`config.mk`:
```
export PLATFORM = sky130hd
export DESIGN_NAME = adc_spi_responder
export DESIGN_NICKNAME = d
export VERILOG_FILES = /design/src/rtl/adc_pkg.sv /design/src/rtl/adc_spi_responder_pin_sync_edge.sv /design/src/rtl/adc_spi_responder.sv
export SDC_FILE = /design/constraint.sdc
export NUM_CORES = 1
export LEC_CHECK = 0
export CAP_MARGIN = 40
export CORE_ASPECT_RATIO = 0.5
export CORE_MARGIN = 5
export CORE_UTILIZATION = 40
export DETAILED_ROUTE_END_ITERATION = 8
export SYNTH_ARGS = -nofsm -noshare
export SYNTH_HDL_FRONTEND = slang
export SYNTH_HIERARCHICAL = 1
export SYNTH_SLANG_ARGS = --single-unit
```
`constraint.sdc`:
```
create_clock -name i_clk -period 5 [get_ports i_clk]
set_input_delay 1 -clock i_clk [delete_from_list [all_inputs] [get_ports i_clk]]
set_output_delay 1 -clock i_clk [all_outputs]
set_load 0.05 [all_outputs]
```
`src/rtl/adc_pkg.sv`:
```
// Shared types and constants for the serial ADC responder model.
package adc_pkg;

  localparam int ADC_DATA_W  = 10;
  localparam int ADC_N_CH    = 4;
  localparam int SYNC_STAGES = 2;

  typedef enum logic [2:0] {
    ST_IDLE,
    ST_WAIT_START,
    ST_CONFIG,
    ST_SAMPLE,
    ST_NULL,
    ST_DATA,
    ST_TAIL
  } adc_state_t;

  // Command captured after the start bit, MSB first: SGL/DIFF, D1, D0.
  typedef struct packed {
    logic       sgl;
    logic [1:0] ch;
  } adc_cmd_t;

endpackage

```
`src/rtl/adc_spi_responder_pin_sync_edge.sv`:
```
// Pin synchroniser (SYNC_STAGES flops) followed by an edge register.
// o_rise/o_fall are combinational off the last two flops, so the FSM
// acting on them lands three i_clk edges after the pin moved.
module pin_sync_edge
  import adc_pkg::*;
(
  input  logic i_clk,
  input  logic i_rst_n,
  input  logic i_pin,
  output logic o_lvl,
  output logic o_rise,
  output logic o_fall
);

  logic [SYNC_STAGES-1:0] sync_q;
  logic                   prev_q;

  // Shift the pin through the synchroniser, keep one delayed copy.
  always_ff @(posedge i_clk or negedge i_rst_n) begin
    if (!i_rst_n) begin
      sync_q <= '0;
      prev_q <= 1'b0;
    end else begin
      sync_q <= {sync_q[SYNC_STAGES-2:0], i_pin};
      prev_q <= sync_q[SYNC_STAGES-1];
    end
  end

  assign o_lvl  = sync_q[SYNC_STAGES-1];
  assign o_rise = o_lvl & ~prev_q;
  assign o_fall = ~o_lvl & prev_q;

endmodule

```
`src/rtl/adc_spi_responder.sv`:
```
// Pin-level model of a 4-channel 10-bit SPI ADC (start bit, SGL/DIFF,
// D1, D0; then null bit and D9..D0 on DOUT). Oversamples SCLK/CS/DIN
// on i_clk, which must run at >= 8x SCLK.
// Build option: ADC_RESP_LSB_REPEAT_EN -- after D0, repeat the sample
// LSB-first (D1..D9) before falling back to zeros.
module adc_spi_responder
  import adc_pkg::*;
#(
  parameter int DATA_W = ADC_DATA_W,
  parameter int N_CH   = ADC_N_CH
) (
  input  logic                         i_clk,
  input  logic                         i_rst_n,
  input  logic                         p_clk,
  input  logic                         p_cs,
  input  logic                         p_in,
  output logic                         p_out,
  output logic                         p_out_oe,
  input  logic [N_CH-1:0][DATA_W-1:0]  i_samples,
  output logic [DATA_W-1:0]            o_sample,
  output logic [1:0]                   o_channel,
  output logic                         o_conv_done,
  output logic                         o_frame_err
);

  localparam int CNT_W = $clog2(DATA_W + 1);

  logic sclk_rise, sclk_fall, sclk_lvl_unused;
  logic cs_lvl, cs_rise_unused, cs_fall_unused;
  logic din_lvl, din_rise_unused, din_fall_unused;

  pin_sync_edge u_sync_sclk (.i_clk(i_clk), .i_rst_n(i_rst_n), .i_pin(p_clk),
                             .o_lvl(sclk_lvl_unused), .o_rise(sclk_rise), .o_fall(sclk_fall));
  pin_sync_edge u_sync_cs   (.i_clk(i_clk), .i_rst_n(i_rst_n), .i_pin(p_cs),
                             .o_lvl(cs_lvl), .o_rise(cs_rise_unused), .o_fall(cs_fall_unused));
  pin_sync_edge u_sync_din  (.i_clk(i_clk), .i_rst_n(i_rst_n), .i_pin(p_in),
                             .o_lvl(din_lvl), .o_rise(din_rise_unused), .o_fall(din_fall_unused));

  adc_state_t        state;
  adc_cmd_t          cmd_q;
  logic [CNT_W-1:0]  bit_cnt;
  logic [DATA_W-1:0] shreg;
  logic              cs_armed;  // CS seen high since reset/last frame

  logic [DATA_W-1:0] in_p, in_n, conv;
  logic [DATA_W:0]   diff;

  // Conversion result: single-ended pick, or IN+ - IN- clamped at zero.
  always_comb begin
    in_p = i_samples[cmd_q.ch];
    in_n = i_samples[{cmd_q.ch[1], ~cmd_q.ch[0]}];
    diff = {1'b0, in_p} - {1'b0, in_n};
    if (cmd_q.sgl)          conv = in_p;
    else if (diff[DATA_W])  conv = '0;
    else                    conv = diff[DATA_W-1:0];
  end

  // Frame FSM; CS high overrides any SCLK edge seen in the same cycle.
  always_ff @(posedge i_clk or negedge i_rst_n) begin
    if (!i_rst_n) begin
      state       <= ST_IDLE;
      cmd_q       <= '0;
      bit_cnt     <= '0;
      shreg       <= '0;
      cs_armed    <= 1'b0;
      p_out       <= 1'b0;
      p_out_oe    <= 1'b0;
      o_sample    <= '0;
      o_channel   <= '0;
      o_conv_done <= 1'b0;
      o_frame_err <= 1'b0;
    end else begin
      o_conv_done <= 1'b0;
      o_frame_err <= 1'b0;
      if (cs_lvl) begin
        if (state inside {ST_CONFIG, ST_SAMPLE, ST_NULL, ST_DATA})
          o_frame_err <= 1'b1;
        state    <= ST_IDLE;
        cs_armed <= 1'b1;
        p_out    <= 1'b0;
        p_out_oe <= 1'b0;
        shreg    <= '0;
      end else begin
        case (state)
          ST_IDLE: begin
            // Only a CS low that follows a CS high opens a frame.
            if (cs_armed) begin
              cs_armed <= 1'b0;
              state    <= ST_WAIT_START;
            end
          end
          ST_WAIT_START: begin
            if (sclk_rise && din_lvl) begin
              bit_cnt <= '0;
              state   <= ST_CONFIG;
            end
          end
          ST_CONFIG: begin
            if (sclk_rise) begin
              cmd_q   <= adc_cmd_t'({cmd_q.ch, din_lvl});
              bit_cnt <= bit_cnt + 1'b1;
              if (bit_cnt == CNT_W'(2)) state <= ST_SAMPLE;
            end
          end
          ST_SAMPLE: begin
            if (sclk_fall) begin
              shreg     <= conv;
              o_sample  <= conv;
              o_channel <= cmd_q.ch;
              p_out_oe  <= 1'b1;
              p_out     <= 1'b0;
              state     <= ST_NULL;
            end
          end
          ST_NULL: begin
            if (sclk_fall) begin
              p_out   <= shreg[DATA_W-1];
              shreg   <= {shreg[DATA_W-2:0], 1'b0};
              bit_cnt <= CNT_W'(1);
              state   <= ST_DATA;
            end
          end
          ST_DATA: begin
            if (sclk_fall) begin
              p_out   <= shreg[DATA_W-1];
              shreg   <= {shreg[DATA_W-2:0], 1'b0};
              bit_cnt <= bit_cnt + 1'b1;
              if (bit_cnt == CNT_W'(DATA_W - 1)) begin
                o_conv_done <= 1'b1;
                state       <= ST_TAIL;
`ifdef ADC_RESP_LSB_REPEAT_EN
                // D0 is shared; the repeat starts at D1.
                shreg <= {1'b0, o_sample[DATA_W-1:1]};
`endif
              end
            end
          end
          ST_TAIL: begin
            if (sclk_fall) begin
`ifdef ADC_RESP_LSB_REPEAT_EN
              p_out <= shreg[0];
              shreg <= {1'b0, shreg[DATA_W-1:1]};
`else
              p_out <= 1'b0;
`endif
            end
          end
          default: state <= ST_IDLE;
        endcase
      end
    end
  end

endmodule

```
Yosys cells after proc, flatten, opt, wreduce, memory -nomap -nowiden
Cells that the tools add are included.
{"block": "op_classes", "n_addsub": 2, "magnitude_cmp": 2, "n_eq_ne": 23, "n_mux": 40, "n_bitwise": 6, "n_reduce_logical": 18}
{"op": "$mux 10", "n": 7}
{"op": "$bmux 10 s2", "n": 2}
{"op": "$mux 3", "n": 9}
{"op": "$pmux 3 s7", "n": 1}
{"op": "$pmux 10 s2", "n": 1}
{"op": "$ne 3x2->1 const B", "n": 6}
{"op": "$mux 4", "n": 4}
{"op": "$pmux 4 s4", "n": 1}
{"op": "$mux 1", "n": 14}
{"op": "$ne 3x1->1 const B", "n": 4}
{"op": "$reduce_and 3->1", "n": 4}
{"op": "$sub 10x10->11", "n": 1}
{"op": "$eq 3x3->1 const B", "n": 3}
{"op": "$reduce_and 9->1", "n": 1}
{"op": "$ne 2x2->1 const B", "n": 4}
{"op": "$reduce_bool 4->1", "n": 2}
{"op": "$eq 3x2->1 const B", "n": 2}
{"op": "$lt 2x3->1 const B", "n": 2}
{"op": "$reduce_and 6->1", "n": 1}
{"op": "$reduce_bool 2->1", "n": 3}
{"op": "$reduce_bool 3->1", "n": 2}
{"op": "$add 4x1->4 const B", "n": 1}
{"op": "$eq 4x2->1 const B", "n": 1}
{"op": "$eq 4x4->1 const B", "n": 1}
{"op": "other kinds (9)", "n": 14}
{"block": "totals", "ff_bits": 44, "in_bits": 45, "out_inout_bits": 16, "wordCells": 107}

Logic depth before layout (Yosys ltp)
{"block": "logic_depth", "word_depth": 9, "ltp_mapped": 12, "depth_no_buf": 11}

Hierarchy
Netlist, hierarchy kept.
{"module": "adc_spi_responder", "n_inst": 1, "cells_per_inst": 310, "area_per_inst_um2": 3005.4, "seq_area_each_um2": 925.9}
{"module": "pin_sync_edge", "n_inst": 3, "cells_per_inst": 5, "area_per_inst_um2": 90.1, "seq_area_each_um2": 75.1}

Worst setup path before layout
OpenSTA, ideal clock, no wires.
{"block": "synth_timing", "path_type": "input-to-reg", "startpoint": "input port i_samples[20] (netlist name)", "endpoint": "register shreg[5]", "arrival_ps": 3191, "required_ps": 4910, "slack_ps": 1719, "cell_stages": 9, "n_path_buf": 0, "cell_sequence": "mux4_2 ha_1 fa_1 nand2b_1 a21oi_2 o21ai_2 and2_4 o41a_1 o221ai_1"}
{"block": "synth_via", "elab_chain_len": 8, "elab_cells_between_ends": 10, "cone_classes": "add/sub (1); mux (9)"}
{"item": "from (decl)", "line": "adc_spi_responder.sv:19", "source": "input logic [N_CH-1:0][DATA_W-1:0] i_samples,"}
{"item": "$bmux 10 s2 (on tied branches)", "line": "adc_spi_responder.sv:50, adc_spi_responder.sv:51"}
{"item": "$mux 10 (on tied branches)", "line": "adc_spi_responder.sv:50, adc_spi_responder.sv:51"}
{"item": "$sub 10x10->11 (*)", "line": "adc_spi_responder.sv:52", "source": "diff = {1'b0, in_p} - {1'b0, in_n};"}
{"item": "$mux 10 (*)", "line": "adc_spi_responder.sv:54", "source": "else if (diff[DATA_W]) conv = '0;"}
{"item": "$mux 10 (*)", "line": "adc_spi_responder.sv:53", "source": "if (cmd_q.sgl) conv = in_p;"}
{"item": "$mux 10 (*)", "line": "adc_spi_responder.sv:106", "source": "if (sclk_fall) begin"}
{"item": "$pmux 10 s2 (*)", "line": "adc_spi_responder.sv:84", "source": "case (state)"}
{"item": "$mux 10 (*)", "line": "adc_spi_responder.sv:75", "source": "if (cs_lvl) begin"}
{"item": "to (signal assigned)", "line": "adc_spi_responder.sv:107", "source": "shreg <= conv;"}
{"item": "to (signal assigned)", "line": "adc_spi_responder.sv:118", "source": "shreg <= {shreg[DATA_W-2:0], 1'b0};"}
{"item": "to (signal assigned)", "line": "adc_spi_responder.sv:126", "source": "shreg <= {shreg[DATA_W-2:0], 1'b0};"}
{"item": "to (decl)", "line": "adc_spi_responder.sv:42", "source": "logic [DATA_W-1:0] shreg;"}
Every way passes the cells marked *; elsewhere a longest branch is shown, timed or not. The select of a mux whose other input is x is not followed.
A chain may end at the register's enable or synchronous reset.

Worst setup path after layout
{"block": "layout_timing", "startpoint": "input port i_samples[20] (netlist name)", "endpoint": "register shreg[7]"}
The elaborated chain is that of the path after synthesis.

==> out/qor.log <==
INFO  logic_synthesis postSynthCellCount=319
INFO  grt            grt_max_degree=30
INFO  setup_path     timing.critical_path.from_type=primary input
INFO  layout         layout.cells.most_common=clkdlybuf4s50_1
INFO  drt            detail_route.drc_violations=0
INFO  sta            hold_viol=0
INFO  setup_path     setup.worst_path.end_class=flop
INFO  clock_tree     cts_tree=built
INFO  clock_tree     clk-insertion-delay-late=280ps
INFO  clock_tree     cts_sinks=44
INFO  drt            num_vias=2640
INFO  sta            slew-limit-headroom=0.519
INFO  hold_path      min-delay-path-class=reg -> reg
INFO  power_and_ir_drop leakage=1.64nW
INFO  sta            timing.setup.tns=0ps
INFO  placed_design  dp.cells=477
INFO  layout         post_route_cells_drive_above_1_share=0.134
INFO  sta            portion_of_the_clock_cycle_consumed_by_the_worst_path_in_the_final_layout=0.730
INFO  layout         num-nets-final=433
INFO  logic_synthesis syn-mean-instance-area=10.0squm
INFO  layout         most-common-layout-cells=clkdlybuf4s50_1 (59), dfrtp_1 (44), nand2_1 (34), nor2_1 (24)
INFO  setup_path     crit_fanout=5
INFO  drt            route.final.wire_length=7350um
INFO  sta            final.setup_skew=4.73ps
INFO  power_and_ir_drop ir_worst_vdd=0.000130V
INFO  sta            timing_max_transition_violations_final=0
INFO  sta            worst_slack=1350ps
INFO  grt            antenna_violations_before_repair=0
INFO  drt            avgViaCountPerCell=5.44
INFO  setup_path     worst_ep_arrival_time=3820ps
INFO  clock_tree     cts_root_buffer=clkbuf_16
INFO  floorplan      core=7890squm
INFO  layout         diodes=0
INFO  logic_synthesis yosysWarningCount=6
INFO  grt            grt_pass1_wl=12500um
INFO  drt            drt_first_iter_violations=161
INFO  floorplan      die_area=9980squm
INFO  logic_synthesis synthesis.nets=380
INFO  placed_design  place.gp.congestion=0.889
INFO  clock_tree     cts_setup_buffers=0
INFO  clock_tree     cts_hold_buffers=0
INFO  layout         areaGrowthSynthToFinish=25.3%
INFO  clock_tree     cts.htree.levels=2
INFO  sta            finalSetupViolCount=0
INFO  floorplan      std_cell_rows=23
INFO  status         status=completed
INFO  flow_run       drv.max_cap_violation_count=0
INFO  grt            first_global_vias=2654
INFO  sta            worst_slew_pin_slew=722ps
INFO  placed_design  preCtsSetupSlack=1040ps
INFO  drt            drtPass1Iterations=4
INFO  logic_synthesis netlist_area_before_placement=3200squm
INFO  floorplan      start_util=0.405
INFO  power_and_ir_drop power_density=262nW/um^2
INFO  sta            final_critical_path_time_including_i_o_delays_and_setup=3650ps
INFO  placed_design  detailed_place_hpwl=5850um
INFO  hold_path      hold_path_depth=0
INFO  setup_path     critical_path_required=5170ps
INFO  grt            grt_usage=0.155
INFO  sta            grt_setup_unrepaired=false
INFO  drt            avgRoutedWirePerCell=15.1um
INFO  clock_tree     clock_path_buffers=2
INFO  floorplan      die_h=73.2um
INFO  drt            postRouteAntennaNets=0
INFO  floorplan      boundaryPins=61
INFO  clock_tree     cts_inserted_buffers=5
INFO  floorplan      horizontal_extent_of_the_die=136um
INFO  placed_design  placement.io_buffers=60
INFO  clock_tree     postCtsResizedCells=0
INFO  power_and_ir_drop report.power.total=0.00105W
INFO  setup_path     worstSetupPathType=in -> reg
INFO  grt            grt_remaining_overflow=0
INFO  clock_tree     cts.clk_slew.worst_paths=60ps
INFO  layout         final-instance-count-excl-fill=485
INFO  sta            fmax=274MHz
INFO  setup_path     reg2reg_depth=10
where the power goes:
part	leakage (nW)	total [W]	internal (W)	switching [W]
Sequential	0.549	0.000383	0.000369	0.0000136
Combinational	1.02	0.000335	0.000155	0.000180
Clock	0.0766	0.000331	0.000197	0.000134
Total	1.64	0.00105	0.000721	0.000327
worst paths after layout:
check | startpoint | endpoint | slack (ps)
worst max-delay path | i_samples[20] | shreg[7]$_DFFE_PN0P_ | 1350
min in group asynchronous | i_rst_n | shreg[6]$_DFFE_PN0P_ | 640
worst min register to register | u_sync_din/sync_q[0]$_DFF_PN0_ | u_sync_din/sync_q[1]$_DFF_PN0_ | 350
max in group asynchronous | i_rst_n | shreg[3]$_DFFE_PN0P_ | 3880
worst min-delay path | u_sync_din/sync_q[0]$_DFF_PN0_ | u_sync_din/sync_q[1]$_DFF_PN0_ | 350
worst max register to register | cmd_q[1]$_DFFE_PN0P_ | shreg[7]$_DFFE_PN0P_ | 1760
cell type report:
| class | count | area (sq um) |
|---|---|---|
| Clock inverter | 2 | 10.0 |
| Tap cell | 112 | 140 |
| Sequential cell | 44 | 1100 |
| Inverter | 20 | 75.1 |
| Clock buffer | 6 | 139 |
| Fill cell | 724 | 3880 |
| Multi-Input combinational cell | 237 | 1880 |
| Timing Repair Buffer | 64 | 662 |
stage by stage:
| stage | cell area, sq um | utilization | hold WS, ps |
|---|---|---|---|
| global placement | 3800 | 0.482 | 335 |
| floorplan | 3200 | - | 331 |
| finish | 4010 | 0.508 | 348 |
| detailed placement | 3860 | 0.489 | 335 |
| CTS | 4010 | 0.508 | 348 |
| global route | 4010 | 0.508 | 360 |
sequential cells by signal, indices dropped and copies added (netlist names):
| signal | count |
|---|---|
| o_sample | 10 |
| shreg | 10 |
| bit_cnt | 4 |
| cmd_q | 3 |
| state | 3 |
| o_channel | 2 |
| u_sync_cs/sync_q | 2 |
| u_sync_din/sync_q | 2 |
| u_sync_sclk/sync_q | 2 |
| cs_armed | 1 |
| o_conv_done | 1 |
| o_frame_err | 1 |
| p_out | 1 |
| p_out_oe | 1 |
| u_sync_sclk/prev_q | 1 |
critical path, cell delays in order:
cell and delay, ps:
clkdlybuf4s50_1 430, mux4_2 470, ha_1 220, fa_1 400, nand2b_1 190, a21oi_2 200, o21ai_2 90, and2_4 180
o41a_1 440, o221ai_1 220
per-layer routing:
metal  global-route usage  vias up  wire, um
li1                     -     1294         -
met1                0.220     1272      3640
met2                0.250       67      3260
met3               0.0262        7       367
met4               0.0391        0        73
met5                    0        -         0
(Power assumes the default switching activity.)
